[config.mk]
export PLATFORM = sky130hd
export DESIGN_NAME = addf_serial_ctrl_flat
export DESIGN_NICKNAME = d
export VERILOG_FILES = /design/src/rtl/addf_serial_ctrl_if.sv /design/src/rtl/addf_serial_ctrl.sv /design/src/flat_wrapper.sv
export SDC_FILE = /design/constraint.sdc
export NUM_CORES = 1
export LEC_CHECK = 0
export BUFFER_PORTS_ARGS = -buffer_cell sky130_fd_sc_hd__buf_2
export CELL_PAD_IN_SITES_DETAIL_PLACEMENT = 0
export CELL_PAD_IN_SITES_GLOBAL_PLACEMENT = 1
export CORE_ASPECT_RATIO = 1.5
export CORE_MARGIN = 3
export CORE_UTILIZATION = 45
export DETAILED_ROUTE_END_ITERATION = 10
export GPL_ROUTABILITY_DRIVEN = 0
export GPL_TIMING_DRIVEN = 0
export PLACE_DENSITY_LB_ADDON = 0.12
export SYNTH_ARGS = -nofsm -noshare
export SYNTH_HDL_FRONTEND = slang
export SYNTH_SLANG_ARGS = --single-unit
[constraint.sdc]
create_clock -name ck -period 3.1 [get_ports ck]
set_input_delay 0.465 -clock ck [delete_from_list [all_inputs] [get_ports ck]]
set_output_delay 0.465 -clock ck [all_outputs]
set_load 0.01 [all_outputs]
[src/rtl/addf_serial_ctrl_if.sv]
// rtl/addf_serial_ctrl_if.sv - operand/result/adder-cell bundle for addf_serial_ctrl
// Optional OVF signal present when ADDF_SERIAL_OVF_EN is defined.
interface addf_serial_ctrl_if #(
  parameter int WIDTH = 8
);
  logic             in_valid;
  logic             in_ready;
  logic [WIDTH-1:0] a_in;
  logic [WIDTH-1:0] b_in;
  logic             ci_in;
  logic             add_a;
  logic             add_b;
  logic             add_ci;
  logic             add_sum;
  logic             add_co;
  logic             out_valid;
  logic             out_ready;
  logic [WIDTH-1:0] sum_out;
  logic             co_out;
  logic             busy;
`ifdef ADDF_SERIAL_OVF_EN
  logic             ovf;

  // Controller side: takes operands and adder results, drives the cell and the result.
  modport slave (
    input  in_valid, a_in, b_in, ci_in, add_sum, add_co, out_ready,
    output in_ready, add_a, add_b, add_ci, out_valid, sum_out, co_out, busy, ovf
  );

  // Environment side: operand source, result sink and the adder cell.
  modport master (
    output in_valid, a_in, b_in, ci_in, add_sum, add_co, out_ready,
    input  in_ready, add_a, add_b, add_ci, out_valid, sum_out, co_out, busy, ovf
  );
`else
  // Controller side: takes operands and adder results, drives the cell and the result.
  modport slave (
    input  in_valid, a_in, b_in, ci_in, add_sum, add_co, out_ready,
    output in_ready, add_a, add_b, add_ci, out_valid, sum_out, co_out, busy
  );

  // Environment side: operand source, result sink and the adder cell.
  modport master (
    output in_valid, a_in, b_in, ci_in, add_sum, add_co, out_ready,
    input  in_ready, add_a, add_b, add_ci, out_valid, sum_out, co_out, busy
  );
`endif
endinterface

[src/rtl/addf_serial_ctrl.sv]
// rtl/addf_serial_ctrl.sv - bit-serial add sequencer driving an external 1-bit full-adder cell
// Optional signed-overflow output enabled by ADDF_SERIAL_OVF_EN.
module addf_serial_ctrl #(
  parameter int WIDTH = 8
) (
  input  logic               ck,
  input  logic               rst,
  addf_serial_ctrl_if.slave  bus
);
  localparam int CW = (WIDTH > 2) ? $clog2(WIDTH) : 1;
  localparam logic [CW-1:0] LAST = CW'(WIDTH - 1);

  typedef enum logic [1:0] {IDLE, RUN, DONE} state_t;

  state_t           state;
  logic [WIDTH-1:0] sha;
  logic [WIDTH-1:0] shb;
  logic [WIDTH-1:0] res;
  logic             carry;
  logic [CW-1:0]    cnt;
  logic             run_q;
  logic             in_ready_q;
  logic             out_valid_q;
  logic             busy_q;
  logic [WIDTH-1:0] sum_out_q;
  logic             co_out_q;
`ifdef ADDF_SERIAL_OVF_EN
  logic             ovf_q;
  assign bus.ovf = ovf_q;
`endif

  // Cell inputs come only from registers and are forced low outside RUN.
  assign bus.add_a     = run_q & sha[0];
  assign bus.add_b     = run_q & shb[0];
  assign bus.add_ci    = run_q & carry;
  assign bus.in_ready  = in_ready_q;
  assign bus.out_valid = out_valid_q;
  assign bus.busy      = busy_q;
  assign bus.sum_out   = sum_out_q;
  assign bus.co_out    = co_out_q;

  // Sequencer: accept operands, feed one bit pair per cycle, present result until taken.
  always_ff @(posedge ck or posedge rst) begin
    if (rst) begin
      state       <= IDLE;
      sha         <= '0;
      shb         <= '0;
      res         <= '0;
      carry       <= 1'b0;
      cnt         <= '0;
      run_q       <= 1'b0;
      in_ready_q  <= 1'b1;
      out_valid_q <= 1'b0;
      busy_q      <= 1'b0;
      sum_out_q   <= '0;
      co_out_q    <= 1'b0;
`ifdef ADDF_SERIAL_OVF_EN
      ovf_q       <= 1'b0;
`endif
    end else begin
      case (state)
        IDLE: begin
          if (bus.in_valid) begin
            sha        <= bus.a_in;
            shb        <= bus.b_in;
            carry      <= bus.ci_in;
            cnt        <= '0;
            run_q      <= 1'b1;
            in_ready_q <= 1'b0;
            busy_q     <= 1'b1;
            state      <= RUN;
          end
        end
        RUN: begin
          res   <= {bus.add_sum, res[WIDTH-1:1]};
          carry <= bus.add_co;
          sha   <= sha >> 1;
          shb   <= shb >> 1;
          cnt   <= cnt + 1'b1;
          if (cnt == LAST) begin
            // carry still holds the carry into the MSB during this last bit.
            sum_out_q   <= {bus.add_sum, res[WIDTH-1:1]};
            co_out_q    <= bus.add_co;
`ifdef ADDF_SERIAL_OVF_EN
            ovf_q       <= carry ^ bus.add_co;
`endif
            run_q       <= 1'b0;
            out_valid_q <= 1'b1;
            state       <= DONE;
          end
        end
        DONE: begin
          if (bus.out_ready) begin
            out_valid_q <= 1'b0;
            busy_q      <= 1'b0;
            in_ready_q  <= 1'b1;
            state       <= IDLE;
          end
        end
        default: begin
          run_q       <= 1'b0;
          out_valid_q <= 1'b0;
          busy_q      <= 1'b0;
          in_ready_q  <= 1'b1;
          state       <= IDLE;
        end
      endcase
    end
  end
endmodule

[src/flat_wrapper.sv]
// flat-port wrapper written by rule: the top's interface ports become plain ports
module addf_serial_ctrl_flat 
#(
  parameter int WIDTH = 8
)
  (ck, rst, bus_in_valid, bus_a_in, bus_b_in, bus_ci_in, bus_add_sum, bus_add_co, bus_out_ready, bus_in_ready, bus_add_a, bus_add_b, bus_add_ci, bus_out_valid, bus_sum_out, bus_co_out, bus_busy);
  addf_serial_ctrl_if #(.WIDTH(WIDTH)) bus_i ();
  input  logic ck;
  input  logic rst;
  input wire logic [$bits(bus_i.in_valid)-1:0] bus_in_valid;
  input wire logic [$bits(bus_i.a_in)-1:0] bus_a_in;
  input wire logic [$bits(bus_i.b_in)-1:0] bus_b_in;
  input wire logic [$bits(bus_i.ci_in)-1:0] bus_ci_in;
  input wire logic [$bits(bus_i.add_sum)-1:0] bus_add_sum;
  input wire logic [$bits(bus_i.add_co)-1:0] bus_add_co;
  input wire logic [$bits(bus_i.out_ready)-1:0] bus_out_ready;
  output wire logic [$bits(bus_i.in_ready)-1:0] bus_in_ready;
  output wire logic [$bits(bus_i.add_a)-1:0] bus_add_a;
  output wire logic [$bits(bus_i.add_b)-1:0] bus_add_b;
  output wire logic [$bits(bus_i.add_ci)-1:0] bus_add_ci;
  output wire logic [$bits(bus_i.out_valid)-1:0] bus_out_valid;
  output wire logic [$bits(bus_i.sum_out)-1:0] bus_sum_out;
  output wire logic [$bits(bus_i.co_out)-1:0] bus_co_out;
  output wire logic [$bits(bus_i.busy)-1:0] bus_busy;
  assign bus_i.in_valid = bus_in_valid;
  assign bus_i.a_in = bus_a_in;
  assign bus_i.b_in = bus_b_in;
  assign bus_i.ci_in = bus_ci_in;
  assign bus_i.add_sum = bus_add_sum;
  assign bus_i.add_co = bus_add_co;
  assign bus_i.out_ready = bus_out_ready;
  assign bus_in_ready = bus_i.in_ready;
  assign bus_add_a = bus_i.add_a;
  assign bus_add_b = bus_i.add_b;
  assign bus_add_ci = bus_i.add_ci;
  assign bus_out_valid = bus_i.out_valid;
  assign bus_sum_out = bus_i.sum_out;
  assign bus_co_out = bus_i.co_out;
  assign bus_busy = bus_i.busy;
  addf_serial_ctrl #(.WIDTH(WIDTH)) u_core (.ck(ck), .rst(rst), .bus(bus_i));
endmodule
**Word-level counts from Yosys, hierarchy flattened**

Cells that the tools add are included.

- Memories kept: 0
- Output and inout bits: 15
- Memory bits (read-only): 0
- Latch bits: 0
- Flip-flop bits (word level): 43
- Bits in writable memories: 0
- Input bits: 23
- Logic and storage cells: 55

- Div/mod/pow operators: 0
- Bitwise logic cells: 6
- Reductions and logical operators: 8
- Eq/ne operators: 6
- $add $sub $neg: 1
- Multiply operators: 0
- Shifts and indexed selects: 0
- Mux-type cells: 22
- Order comparisons: 0

Operator list:

| cell | count |
|---|---|
| one-hot mux 8 bit (2 select lines) | 2 |
| two-way mux 8 bit | 2 |
| one-hot mux 1 bit (3 select lines) | 4 |
| AND reduction 3 bit | 4 |
| two-way mux 1 bit | 7 |
| two-way mux 2 bit | 3 |
| one-hot mux 2 bit (3 select lines) | 1 |
| one-hot mux 3 bit (2 select lines) | 1 |
| != test 2 bit (second input constant) | 2 |
| AND reduction 2 bit | 2 |
| adder 3 x 1 -> 3 bit (second input constant) | 1 |
| bitwise AND 1 bit | 3 |
| == test 3 bit (second input constant) | 1 |
| two-way mux 3 bit | 1 |
| NOT 1 bit | 3 |
| == test 2 x 1 -> 1 bit (second input constant) | 1 |
| == test 2 bit (second input constant) | 1 |
| zero test 2 bit | 1 |
| != test 2 x 1 -> 1 bit (second input constant) | 1 |
| one-hot mux 1 bit (2 select lines) | 1 |
| nonzero test 2 bit | 1 |

**Longest topological paths before layout**

- Depth in word-level cells: 3
- Depth in mapped cells: 6
- Mapped depth without buffers: 5

**Worst setup path after synthesis**

OpenSTA, ideal clock, no wires.

- Kind: reg-to-reg
- Start: reg u_core.cnt[0]
- End: reg u_core.sum_out_q[0] (netlist: u_core.bus.sum_out[0])
- Period minus slack after synthesis: 1.416 ns
- Path buffers: 1
- Cell stages (with the launch flop): 6
- Arrival: 1.291 ns
- Data required time: 2.975 ns
- Setup time: 0.125 ns
- Path slack: 1.684 ns
- Cells stage by stage: dfrtp_1 > ha_1 > ha_1 > nand2_4 > buf_6 > mux2_4

- Word-level cells in the longest chain between the ends: 2

Ends and longest elaborated chain:

| what | line | RTL |
|---|---|---|
| start, declared | addf_serial_ctrl.sv:20 | `logic [CW-1:0] cnt;` |
| start signal, assigned | addf_serial_ctrl.sv:79 | `cnt <= cnt + 1'b1;` |
| == test 3 bit | addf_serial_ctrl.sv:80 | `if (cnt == LAST) begin` |
| AND reduction 2 bit (no line) | -- |  |
| end signal, assigned | addf_serial_ctrl.sv:82 | `sum_out_q <= {bus.add_sum, res[WIDTH-1:1]};` |
| end, declared | addf_serial_ctrl.sv:25 | `logic [WIDTH-1:0] sum_out_q;` |

No other way between the ends.
A chain may end at the register's enable or synchronous reset.

**Final worst setup path**

- Start: reg u_core.cnt[0]
- End: reg u_core.sum_out_q[4] (netlist: u_core.bus.sum_out[4])

Same word-level chain as after synthesis.

==> run_results.csv <==
group,metric,value,unit
yosys,syn_inst,166,
yosys,synth-edff-count,0,
clock_network,cts_buffer_depth,2,
yosys,synth_nets,191,
cells_and_area,nets,234,
yosys,synth_xor_area_share,0,%
clock_network,cts_htree_levels,2,
global_routing,grt_max_degree,43,
power_and_ir_drop,peakVddDrop,0.695,mV
yosys,synth_top_family_by_area,"compound AO/OA/AOI/OAI gates",
drt,dr.pass1.iters,4,
setup_path,rr_startpoint,"u_core.cnt[0]",
drt,routed_via_density,5.71,
clock_network,cts_tree,"built",
timing,worstMarginPinSlew,861,ps
setup_path,worst-path-stages,5,
setup_path,critPathTopFamily,"adder cells",
setup_path,crit_type,"reg2reg",
setup_path,end_kind,"flop",
floorplanning,design.core.area,0.00378,sq mm
clock_network,clk_pin_slew,80,ps
timing,maxSlewViolCount,0,
timing,timing.fmax,0.654,GHz
cells_and_area,syn_to_final_growth,20.6,%
yosys,synthArstFlopShare,100,%
yosys,ys_seq_area_share,57.6,%
setup_path,rr_worst_depth,5,
power_and_ir_drop,power_density,1080,mW/mm^2
yosys,yosys.area_share.simple,9.79,%
yosys,synthFlopType,"dfrtp_1",
setup_path,reg2reg_slack,1570,ps
place,placedCellCount,245,
timing,setup_viol_count_final,0,
setup_path,crit_path_start,"u_core.cnt[0]",
timing,setup_tns,0,ps
setup_path,crit_chain,"ha_1 > ha_1 > nand2_4 > buf_6 > mux2_4",
floorplanning,die_x,58.0,microns
drt,wl_per_cell,16.1,microns
setup_path,cp.required,3280,ps
power_and_ir_drop,p_leak,1.08,nW
timing,fin_crit,1530,ps
floorplanning,ioPinCount,38,
yosys,synthMuxAreaShare,7.19,%
setup_path,cp_slowest_stage_delay,400,ps
timing,hold_viol,0,
yosys,synthDistinctLibCells,25,
clock_network,cts_hold_buf,0,
yosys,synth_area_leader_cell,"dfrtp_1",
yosys,synthTopCellsByCount,"dfrtp_1 (41), o22ai_1 (30), nand2_1 (27), a21oi_1 (17), mux2_4 (8)",
yosys,synth.cell_area,0.00183,sq mm
drt,num_vias,1444,
yosys,synthMostInstantiatedCell,"dfrtp_1",
clock_network,cts-root-buf,"clkbuf_8",
clock_network,clock-sinks,42,
floorplanning,row_count,27,
yosys,synth_fa_ha_area_share,1.37,%
clock_network,clk_latency,300,ps
worst_hold_path,hold_path_class,"in2async",
setup_path,crit_arrival,1710,ps
timing,rsz0062_at_grt,"false",
setup_path,regToRegEndpoint,"u_core.bus.sum_out[4]",
drt,first_iter_violations,45,
cells_and_area,instances_no_fill,253,
drt,wirelength,4070,microns
place,pre_cts_ws,1590,ps
setup_path,crit_end,"u_core.bus.sum_out[4]",
yosys,synth_top_area_share,56.1,%
global_routing,antenna_found_initial,0,
floorplanning,initial_core_util,48.3,%
clock_network,cts_resized,0,
setup_path,cp_max_fo,10,
yosys,synth-compound-area-share,19.2,%
yosys,ys_ff_latch,42,
run_status,status,"complete, no violations",
global_routing,grt_usage,18.7,%
place,place_area,0.00206,sq mm
drt,remaining_drc_errors,0,
yosys,synth_area_leaders,"dfrtp_1 (56%), o22ai_1 (10%), mux2_4 (6.6%)",
clock_network,cts_setup_buffers,0,
floorplanning,die_area,0.00488,sq mm
global_routing,grt_pass1_wl,7050,microns
place,io_buffers,36,
place,dp_hpwl,2920,microns
job,max_cap_violations,0,
floorplanning,die_h,84.1,microns
timing,fin_crit_sh,49.3,%
setup_path,critPathBufInv,1,
global_routing,grt.overflow.total,0,
timing,skew,8.08,ps
yosys,avgSynthCellArea,11.0,sq um
global_routing,grt_pass1_vias,1483,
clock_network,numCtsBuffers,5,
cells_and_area,drive_above_1_share,31.9,%
timing,fin_ws,1570,ps
drt,drtAntennaViolNets,0,
timing,slew-limit-headroom,42.5,%
cells_and_area,diodes,0,
setup_path,cp-start-kind,"flop",
setup_path,critical_path.slowest_cell,"dfrtp_1",
setup_path,crit_path_frequent_cell,"ha_1",
yosys,ys_warn_count,0,
cells_and_area,finalInstanceArea,0.00220,sq mm
==> cell usage in the layout (no fill, tap or decap), drive strengths merged, types with 3 or more instances in the layout <==
cell,instances
buf,46
dfrtp,41
o22ai,30
nand2,28
a21oi,17
mux2,9
clkbuf,8
o21ai,7
nor2,4
and2,3
==> area by class of cell <==
| type | count | area, sq um |
|---|---|---|
| plain buffers | 12 | 78.8 |
| flip-flops and latches | 42 | 1050 |
| fillers | 358 | 1580 |
| inverters | 3 | 11.3 |
| clock buffers | 6 | 82.6 |
| repair buffers | 36 | 180 |
| well taps | 43 | 53.8 |
| clock inverters | 2 | 60.1 |
| multi-input cells | 109 | 686 |
==> per-stage QoR <==
stage | utilization (%) | hold WS (ps) | power [W]
2_1_floorplan | - | 446 | 0.00158
3_3_place_gp | 54.5 | 463 | 0.00181
3_5_place_dp | 54.5 | 477 | 0.00187
4_1_cts | 58.3 | 360 | 0.00241
5_1_grt | 58.3 | 368 | 0.00255
6_report | 58.3 | 337 | 0.00238
==> metal layers <==
layer	part of all wire [%]	track usage (%)
met5	0	0
met4	1.7	6.96
met3	5.7	5.42
met2	54	31.6
met1	39	21.8
==> registers in the layout (all words and copies together), names as in the netlist <==
signal	cells
u_core.bus.sum_out	8
u_core.bus.out_valid	1
u_core.bus.busy	1
u_core.shb	8
u_core.bus.co_out	1
u_core.cnt	3
u_core.run_q	1
u_core.carry	1
u_core.bus.in_ready	1
u_core.state	2
u_core.res	7
u_core.sha	8
==> cell families after synthesis <==
family | Yosys count
and+or+nand+nor | 39
AOI/OAI and AO/OA | 59
buffers and inverters | 15
muxes | 9
DFF | 42
adders and majority gates | 2
==> worst min path at each step <==
stage                    startpoint                   end  cells past startpoint
5_1_grt               bus_out_ready       u_core.state[1]                      2
4_1_cts               bus_out_ready       u_core.state[1]                      2
6_report                        rst         u_core.res[7]                      2
3_5_place_dp        u_core.bus.busy       u_core.bus.busy                      2
2_1_floorplan         u_core.res[1]         u_core.res[1]                      2
3_3_place_gp   u_core.bus.out_valid  u_core.bus.out_valid                      2
==> where the power goes <==
group | total (W) | switching, W | internal (W)
sequential | 0.000980 | 0.000174 | 0.000806
combinational | 0.000870 | 0.000454 | 0.000416
clock | 0.000530 | 0.000187 | 0.000343
(Power assumes the default switching activity.)
